===== config.mk =====
export PLATFORM = sky130hd
export DESIGN_NAME = q_update_unit
export DESIGN_NICKNAME = d
export VERILOG_FILES = /design/src/rtl/spline_pkg.sv /design/src/rtl/spline_basis_col.sv /design/src/rtl/q_update_unit.sv
export SDC_FILE = /design/constraint.sdc
export NUM_CORES = 2
export LEC_CHECK = 0
export CORE_UTILIZATION = 59
export CTS_CLUSTER_SIZE = 8
export DETAILED_ROUTE_END_ITERATION = 6
export PLACE_DENSITY = 0.79
export SLEW_MARGIN = 20
export SYNTH_ARGS = -nofsm -noshare
export SYNTH_HDL_FRONTEND = slang
export SYNTH_SLANG_ARGS = --single-unit

===== constraint.sdc =====
create_clock -name clk -period 15.24 [get_ports clk]
set_clock_uncertainty 0.15 [all_clocks]
set_input_delay 3.048 -clock clk [delete_from_list [all_inputs] [get_ports clk]]
set_output_delay 3.048 -clock clk [all_outputs]
set_load 0.02 [all_outputs]

===== src/rtl/spline_pkg.sv =====
// spline_pkg
//   Shared definitions for the Catmull-Rom spline datapath:
//   - default word/fraction widths
//   - Catmull-Rom basis matrix C in FRAC (Q.12) format
//   - FSM state encoding for q_update_unit
//   - sat_add: add two signed values and clamp the sum to a w-bit signed range
package spline_pkg;

  localparam int WIDTH_DEF = 16;
  localparam int FRAC_DEF  = 12;

  // Catmull-Rom basis, row-major, Q.12.
  // g = C^T * [u^3, u^2, u, 1]; g_k takes column k of C.
  localparam logic signed [15:0] CR_BASIS [4][4] = '{
    '{-16'sh0800,  16'sh1800, -16'sh1800,  16'sh0800},
    '{ 16'sh1000, -16'sh2800,  16'sh2000, -16'sh0800},
    '{-16'sh0800,  16'sh0000,  16'sh0800,  16'sh0000},
    '{ 16'sh0000,  16'sh1000,  16'sh0000,  16'sh0000}
  };

  typedef logic [2:0] state_t;

  localparam state_t ST_IDLE = 3'd0;
  localparam state_t ST_POW1 = 3'd1;
  localparam state_t ST_POW2 = 3'd2;
  localparam state_t ST_UPD0 = 3'd3;
  localparam state_t ST_UPD1 = 3'd4;
  localparam state_t ST_UPD2 = 3'd5;
  localparam state_t ST_UPD3 = 3'd6;
  localparam state_t ST_DONE = 3'd7;

  // Returns a + b clamped to [-(2^(w-1)), 2^(w-1)-1]. The caller truncates
  // the result to w bits.
  function automatic logic signed [63:0] sat_add(
    input logic signed [63:0] a,
    input logic signed [63:0] b,
    input int                 w
  );
    logic signed [63:0] s;
    logic signed [63:0] hi;
    logic signed [63:0] lo;
    s  = a + b;
    hi = (64'sd1 <<< (w - 1)) - 64'sd1;
    lo = -(64'sd1 <<< (w - 1));
    if (s > hi) begin
      return hi;
    end else if (s < lo) begin
      return lo;
    end
    return s;
  endfunction

endpackage


===== src/rtl/spline_basis_col.sv =====
// spline_basis_col
//   Combinational Catmull-Rom basis evaluator. Returns g_k, the dot product
//   of column k of C with [u^3, u^2, u, 1], using only shifts and adds.
//   Ports:
//     u3_i, u2_i, u_i : unsigned powers of u in FRAC format
//     k_i             : column index 0..3
//     g_o             : signed g_k, WIDTH+4 bits, FRAC format
module spline_basis_col
  import spline_pkg::*;
#(
  parameter int WIDTH = WIDTH_DEF,
  parameter int FRAC  = FRAC_DEF
) (
  input  logic [WIDTH-1:0]        u3_i,
  input  logic [WIDTH-1:0]        u2_i,
  input  logic [WIDTH-1:0]        u_i,
  input  logic [1:0]              k_i,
  output logic signed [WIDTH+3:0] g_o
);

  localparam int GW = WIDTH + 4;
  // One extra bit: all coefficients are multiples of 0.5, so the column sum
  // is formed at twice its value (integer coefficients) and halved once at
  // the end. This gives a single floor rounding instead of one per term.
  localparam int XW = WIDTH + 5;
  localparam logic signed [XW-1:0] ONE_X2 = XW'(2) <<< FRAC;

  logic signed [XW-1:0] a3;
  logic signed [XW-1:0] a2;
  logic signed [XW-1:0] a1;
  logic signed [XW-1:0] twice_g;

  assign a3 = $signed({{(XW-WIDTH){1'b0}}, u3_i});
  assign a2 = $signed({{(XW-WIDTH){1'b0}}, u2_i});
  assign a1 = $signed({{(XW-WIDTH){1'b0}}, u_i});

  always_comb begin
    twice_g = '0;
    case (k_i)
      2'd0:    twice_g = (a2 <<< 1) - a3 - a1;                         // -u3 + 2u2 - u
      2'd1:    twice_g = (a3 <<< 1) + a3 - (a2 <<< 2) - a2 + ONE_X2;   // 3u3 - 5u2 + 2
      2'd2:    twice_g = (a2 <<< 2) + a1 - (a3 <<< 1) - a3;            // -3u3 + 4u2 + u
      default: twice_g = a3 - a2;                                      // u3 - u2
    endcase
  end

  assign g_o = GW'(twice_g >>> 1);

endmodule


===== src/rtl/q_update_unit.sv =====
// q_update_unit
//   One Catmull-Rom adaptation step: q[span+k] += e_mu * g_k, k = 0..3,
//   with saturation to the signed WIDTH range. Feeds q_weight_controller,
//   which rewrites the addressed span every cycle, so the current weights are
//   passed through unchanged whenever no update is being committed.
//   Ports:
//     clk, reset (async, active-low)
//     start, span_ind, u_frac, e_mu      : update request (sampled in IDLE)
//     q_weight_packed_in                 : current weights q[span..span+3]
//     span_ind_read, span_ind_write      : latched span index
//     q_update_packed                    : write data to the controller
//     valid                              : one-cycle commit pulse
//     busy                               : high while an update is in flight
//     err                                : one-cycle pulse for span_ind > Q
module q_update_unit
  import spline_pkg::*;
#(
  parameter int WIDTH = WIDTH_DEF,
  parameter int FRAC  = FRAC_DEF,
  parameter int Q     = 13,
  parameter int Q_ORD = 4,
  parameter int SW    = $clog2(Q + Q_ORD)
) (
  input  logic                   clk,
  input  logic                   reset,
  input  logic                   start,
  input  logic [SW-1:0]          span_ind,
  input  logic [WIDTH-1:0]       u_frac,
  input  logic [WIDTH-1:0]       e_mu,
  input  logic [Q_ORD*WIDTH-1:0] q_weight_packed_in,
  output logic [SW-1:0]          span_ind_read,
  output logic [SW-1:0]          span_ind_write,
  output logic [Q_ORD*WIDTH-1:0] q_update_packed,
  output logic                   valid,
  output logic                   busy,
  output logic                   err
);

  localparam int GW = WIDTH + 4;
  localparam int PW = 2 * WIDTH + 4;
  localparam logic [SW-1:0] SPAN_MAX = SW'(Q);

  state_t           state_q;
  logic [SW-1:0]    span_q;
  logic [WIDTH-1:0] u_q;
  logic [WIDTH-1:0] u2_q;
  logic [WIDTH-1:0] u3_q;
  logic [WIDTH-1:0] e_mu_q;
  logic [WIDTH-1:0] res_q [Q_ORD];
  logic             valid_q;
  logic             err_q;

  logic [1:0]             k_sel;
  logic [WIDTH-1:0]       pow_op;
  logic [2*WIDTH-1:0]     sq_prod;
  logic [WIDTH-1:0]       pow_d;
  logic signed [GW-1:0]   g_k;
  logic signed [PW-1:0]   prod;
  logic [WIDTH-1:0]       q_word;
  logic [WIDTH-1:0]       r_d;
  logic [Q_ORD*WIDTH-1:0] res_packed;

  // Column index follows the UPDk state.
  always_comb begin
    k_sel = 2'd0;
    case (state_q)
      ST_UPD1: k_sel = 2'd1;
      ST_UPD2: k_sel = 2'd2;
      ST_UPD3: k_sel = 2'd3;
      default: k_sel = 2'd0;
    endcase
  end

  // Shared squarer: POW1 forms u*u, POW2 forms u2*u.
  assign pow_op  = (state_q == ST_POW2) ? u2_q : u_q;
  assign sq_prod = {{WIDTH{1'b0}}, pow_op} * {{WIDTH{1'b0}}, u_q};
  assign pow_d   = WIDTH'(sq_prod >> FRAC);

  spline_basis_col #(
    .WIDTH (WIDTH),
    .FRAC  (FRAC)
  ) u_basis (
    .u3_i (u3_q),
    .u2_i (u2_q),
    .u_i  (u_q),
    .k_i  (k_sel),
    .g_o  (g_k)
  );

  // Full-width signed product; the only overflow handling is the final clamp.
  assign prod = $signed({{(PW-WIDTH){e_mu_q[WIDTH-1]}}, e_mu_q})
              * $signed({{(PW-GW){g_k[GW-1]}}, g_k});

  assign q_word = q_weight_packed_in[WIDTH*int'(k_sel) +: WIDTH];
  assign r_d    = WIDTH'(sat_add(64'($signed(q_word)), 64'(prod >>> FRAC), WIDTH));

  always_ff @(posedge clk or negedge reset) begin
    if (!reset) begin
      state_q <= ST_IDLE;
      span_q  <= '0;
      u_q     <= '0;
      u2_q    <= '0;
      u3_q    <= '0;
      e_mu_q  <= '0;
      valid_q <= 1'b0;
      err_q   <= 1'b0;
      for (int i = 0; i < Q_ORD; i++) begin
        res_q[i] <= '0;
      end
    end else begin
      valid_q <= 1'b0;
      err_q   <= 1'b0;
      case (state_q)
        ST_IDLE: begin
          if (start) begin
            if (span_ind > SPAN_MAX) begin
              err_q <= 1'b1;
            end else begin
              span_q  <= span_ind;
              u_q     <= u_frac;
              e_mu_q  <= e_mu;
              state_q <= ST_POW1;
            end
          end
        end
        ST_POW1: begin
          u2_q    <= pow_d;
          state_q <= ST_POW2;
        end
        ST_POW2: begin
          u3_q    <= pow_d;
          state_q <= ST_UPD0;
        end
        ST_UPD0, ST_UPD1, ST_UPD2, ST_UPD3: begin
          res_q[k_sel] <= r_d;
          state_q      <= state_q + 3'd1;
        end
        ST_DONE: begin
          valid_q <= 1'b1;
          state_q <= ST_IDLE;
        end
        default: state_q <= ST_IDLE;
      endcase
    end
  end

  generate
    for (genvar gi = 0; gi < Q_ORD; gi++) begin : g_pack
      assign res_packed[WIDTH*gi +: WIDTH] = res_q[gi];
    end
  endgenerate

  // Committed results are presented only alongside the valid pulse; at all
  // other times the controller's own weights flow straight back.
  assign q_update_packed = valid_q ? res_packed : q_weight_packed_in;
  assign span_ind_read   = span_q;
  assign span_ind_write  = span_q;
  assign valid           = valid_q;
  assign err             = err_q;
  assign busy            = (state_q != ST_IDLE);

endmodule


==> results.cfg <==
[worst_setup_path]
crit_top_cell = fa_1
crit_path_max_fanout = 18
end_kind = flop
critPathRequiredTime_ps = 15420
critPathSlowestCell = fa_1
crit_start = u3_q[1]$_DFFE_PN0P_
r2r-end = res_packed[8]$_DFFE_PN0P_
reg2reg_depth = 56
crit_path_end = res_packed[8]$_DFFE_PN0P_
r2r-start = u3_q[1]$_DFFE_PN0P_
ff2ff_setup_slack_ps = 880
cp-start-kind = flop
cp.arrival_ps = 14530
max_stage_delay_ps = 510
critPathKind = flop to flop

[timing]
fin_hold_ws_ps = 328.1
maxSlewHeadroom = 0.2277
min_period_ps = 14360
slew_viol_final = 0
post-route-worst-setup-slack_ps = 883.3
tns_ps = 0
timing.final.crit_share = 0.9420
setup_violations = 0
rsz0062_at_grt = no
max_freq_ghz = 0.06965
hold_viol = 0
worstMarginPinSlew_ps = 1153

[placement]
portBuffers = 180
gp_congestion = 0.9318
place_ws_ps = 489.7
dp_hpwl_mm = 74.34

[yosys]
avgSynthCellArea_um2 = 8.686
synthesis.area_um2 = 33480
netlist_instances = 3854
ys.flop_type = dfrtp_1
synth_edf_count = 0
ys_types = 76
syn-num-nets = 4844
synth_seq_cells = 138
yosysSeqAreaShare = 0.1032
yosys_warnings = 0
postSynth.asyncResetShare = 1.000

[cts]
cts_sinks = 138
cts-root-buf = clkbuf_16
cts.clk_slew.worst_paths_ps = 70
cts_buffers = 17
clock_latency_ps = 500
ctsHtreeMaxLevel = 4
clock_path_buffers = 2
cts_tree = yes

[detailed_routing]
drt_iter0_drc = 2119
num_vias = 27410
antenna_left = 0
vias_per_cell = 5.810
routed_wl_mm = 92.39
drcViolationCount = 0
firstDrtPassIters = 6
wl_per_cell_um = 19.58

[die]
die_h_um = 240.2
num_io_pins = 181
die_area_um2 = 57700
initial_utilization = 0.6017
core_area_um2 = 55630
placementRows = 86
die_w_um = 240.2

[layout]
drive_gt1_frac = 0.06071
area_growth_syn_to_layout_pct = 9.692
multi_input_area_um2 = 26750
antennaDiodeCount = 0
layout.filler_cells = 4552
final_nets = 4947
finish.utilization = 0.6601
seqCellArea_um2 = 3457

[grt]
grt_use_total = 0.3354
grt_pass1_wl_mm = 149.0
grt_max_degree = 71
antenna_found_initial = 1
grt_pass1_vias = 28010
grt.overflow.total = 0

[run]
maxCapViolations = 0

[status]
status = complete, no violations

[hold_path]
hp-class = flop to flop
## final cells by class
type                    instances  area share
multi-input cells            2824      0.7284
flip-flops and latches        138     0.09415
inverters                     739     0.07554
repair buffers                237     0.06075
well taps                     748     0.02549
clock buffers                  19     0.01206
clock inverters                13    0.003612
## stage by stage
step                      cells  cell area [µm²]
final                      4718            36720
after global placement     4684            36090
after global routing       4718            36720
after CTS                  4716            36660
after floorplan            3854            33480
after detailed placement   4684            36090
## state kept, by name, summed over array words and instances (netlist names)
signal,cells
e_mu_q,16
u3_q,16
state_q,3
valid,1
span_ind_read,5
u_q,16
err,1
u2_q,16
res_packed,64
## layout by cell type, fill, tap and decap left out, drive strengths merged, types with 58 or more instances in the layout
| cell | synthesis | routed |
|---|---|---|
| inv | 739 | 746 |
| fa | 538 | 538 |
| nand2 | 506 | 506 |
| ha | 348 | 348 |
| and2 | 243 | 243 |
| o21ai | 204 | 204 |
| clkdlybuf4s50 | 0 | 179 |
| nor2 | 140 | 140 |
| dfrtp | 138 | 138 |
| a21oi | 124 | 124 |
| xnor2 | 110 | 110 |
| mux2 | 102 | 102 |
| buf | 18 | 58 |
## kinds of logic after synthesis
kind of cell,count (synthesis),share of synthesized area
and+or+nand+nor,1063,0.1489
buffers and inverters,892,0.1011
adders and majority gates,886,0.4518
AOI/OAI and AO/OA,603,0.1161
xor gates and xnor gates,166,0.04343
DFF,138,0.1032
muxes,106,0.03551
## synthesized netlist by cell type, drive strengths merged (4+ instances only)
master / number / area [µm²]
a31o: 10 / 96.35
o31ai: 17 / 132.6
nand4: 11 / 68.82
and2: 243 / 1520
nor2b: 13 / 81.33
or2: 4 / 25.02
a31oi: 26 / 177.7
inv: 739 / 2774
a222oi: 17 / 170.2
o21ai: 204 / 1021
or3: 7 / 43.79
and3: 17 / 106.4
clkbuf: 135 / 506.7
nand2b: 34 / 212.7
nand2: 506 / 1899
xor2: 56 / 490.5
mux2: 102 / 1149
nor3: 36 / 180.2
ha: 348 / 4354
o211a: 4 / 40.04
o21bai: 18 / 135.1
fa: 538 / 10770
a21o: 56 / 420.4
nand3: 29 / 145.1
nor4: 8 / 50.05
nor2: 140 / 525.5
a211o: 8 / 70.07
a2111oi: 7 / 73.82
o22ai: 10 / 62.56
dfrtp: 138 / 3453
a21boi: 5 / 37.54
o211ai: 10 / 75.07
mux2i: 4 / 40.04
a41oi: 4 / 53.81
or4: 4 / 30.03
xnor2: 110 / 963.4
a211oi: 22 / 170.2
a21oi: 124 / 628.1
o21a: 22 / 165.2
buf: 18 / 105.1
a221oi: 4 / 35.03
## worst max-delay path: cells and delay by family, from the launching register on
| kind | cells | cell delay, ps |
|---|---|---|
| AOI/OAI and AO/OA | 24 | 5240 |
| xor gates and xnor gates | 4 | 610 |
| adders and majority gates | 12 | 5030 |
| buffers and inverters | 6 | 550 |
| DFF | 1 | 480 |
| and+or+nand+nor | 10 | 2120 |
## worst min path at each step
| stage | from | to | slack (ps) | cells after the start |
|---|---|---|---|---|
| after floorplan | res_packed[31]$_DFFE_PN0P_ | res_packed[31]$_DFFE_PN0P_ | 290 | 2 |
| after global placement | res_packed[10]$_DFFE_PN0P_ | res_packed[10]$_DFFE_PN0P_ | 310 | 2 |
| after detailed placement | res_packed[0]$_DFFE_PN0P_ | res_packed[0]$_DFFE_PN0P_ | 320 | 2 |
| after CTS | res_packed[0]$_DFFE_PN0P_ | res_packed[0]$_DFFE_PN0P_ | 330 | 2 |
| after global routing | res_packed[18]$_DFFE_PN0P_ | res_packed[18]$_DFFE_PN0P_ | 350 | 2 |
| final | res_packed[0]$_DFFE_PN0P_ | res_packed[0]$_DFFE_PN0P_ | 330 | 2 |
## metal layers
| metal | part of all wire | global-route usage | vias up |
|---|---|---|---|
| met2 | 0.47 | 0.5407 | 1250 |
| met1 | 0.41 | 0.4492 | 13580 |
| met3 | 0.089 | 0.05993 | 191 |
| met5 | 0.00012 | 0 | - |
| met4 | 0.036 | 0.1320 | 2 |
| li1 | - | - | 12390 |
## timing repair
action / 4_1_cts / 5_1_grt
buffers inserted: 0 / 2
resized for setup: 0 / 16
hold buffers: 0 / 0
setup endpoints to repair: 0 / 64
Power is not shown: default switching activity piles up to over one toggle a cycle in this logic, so the estimate is an artifact.
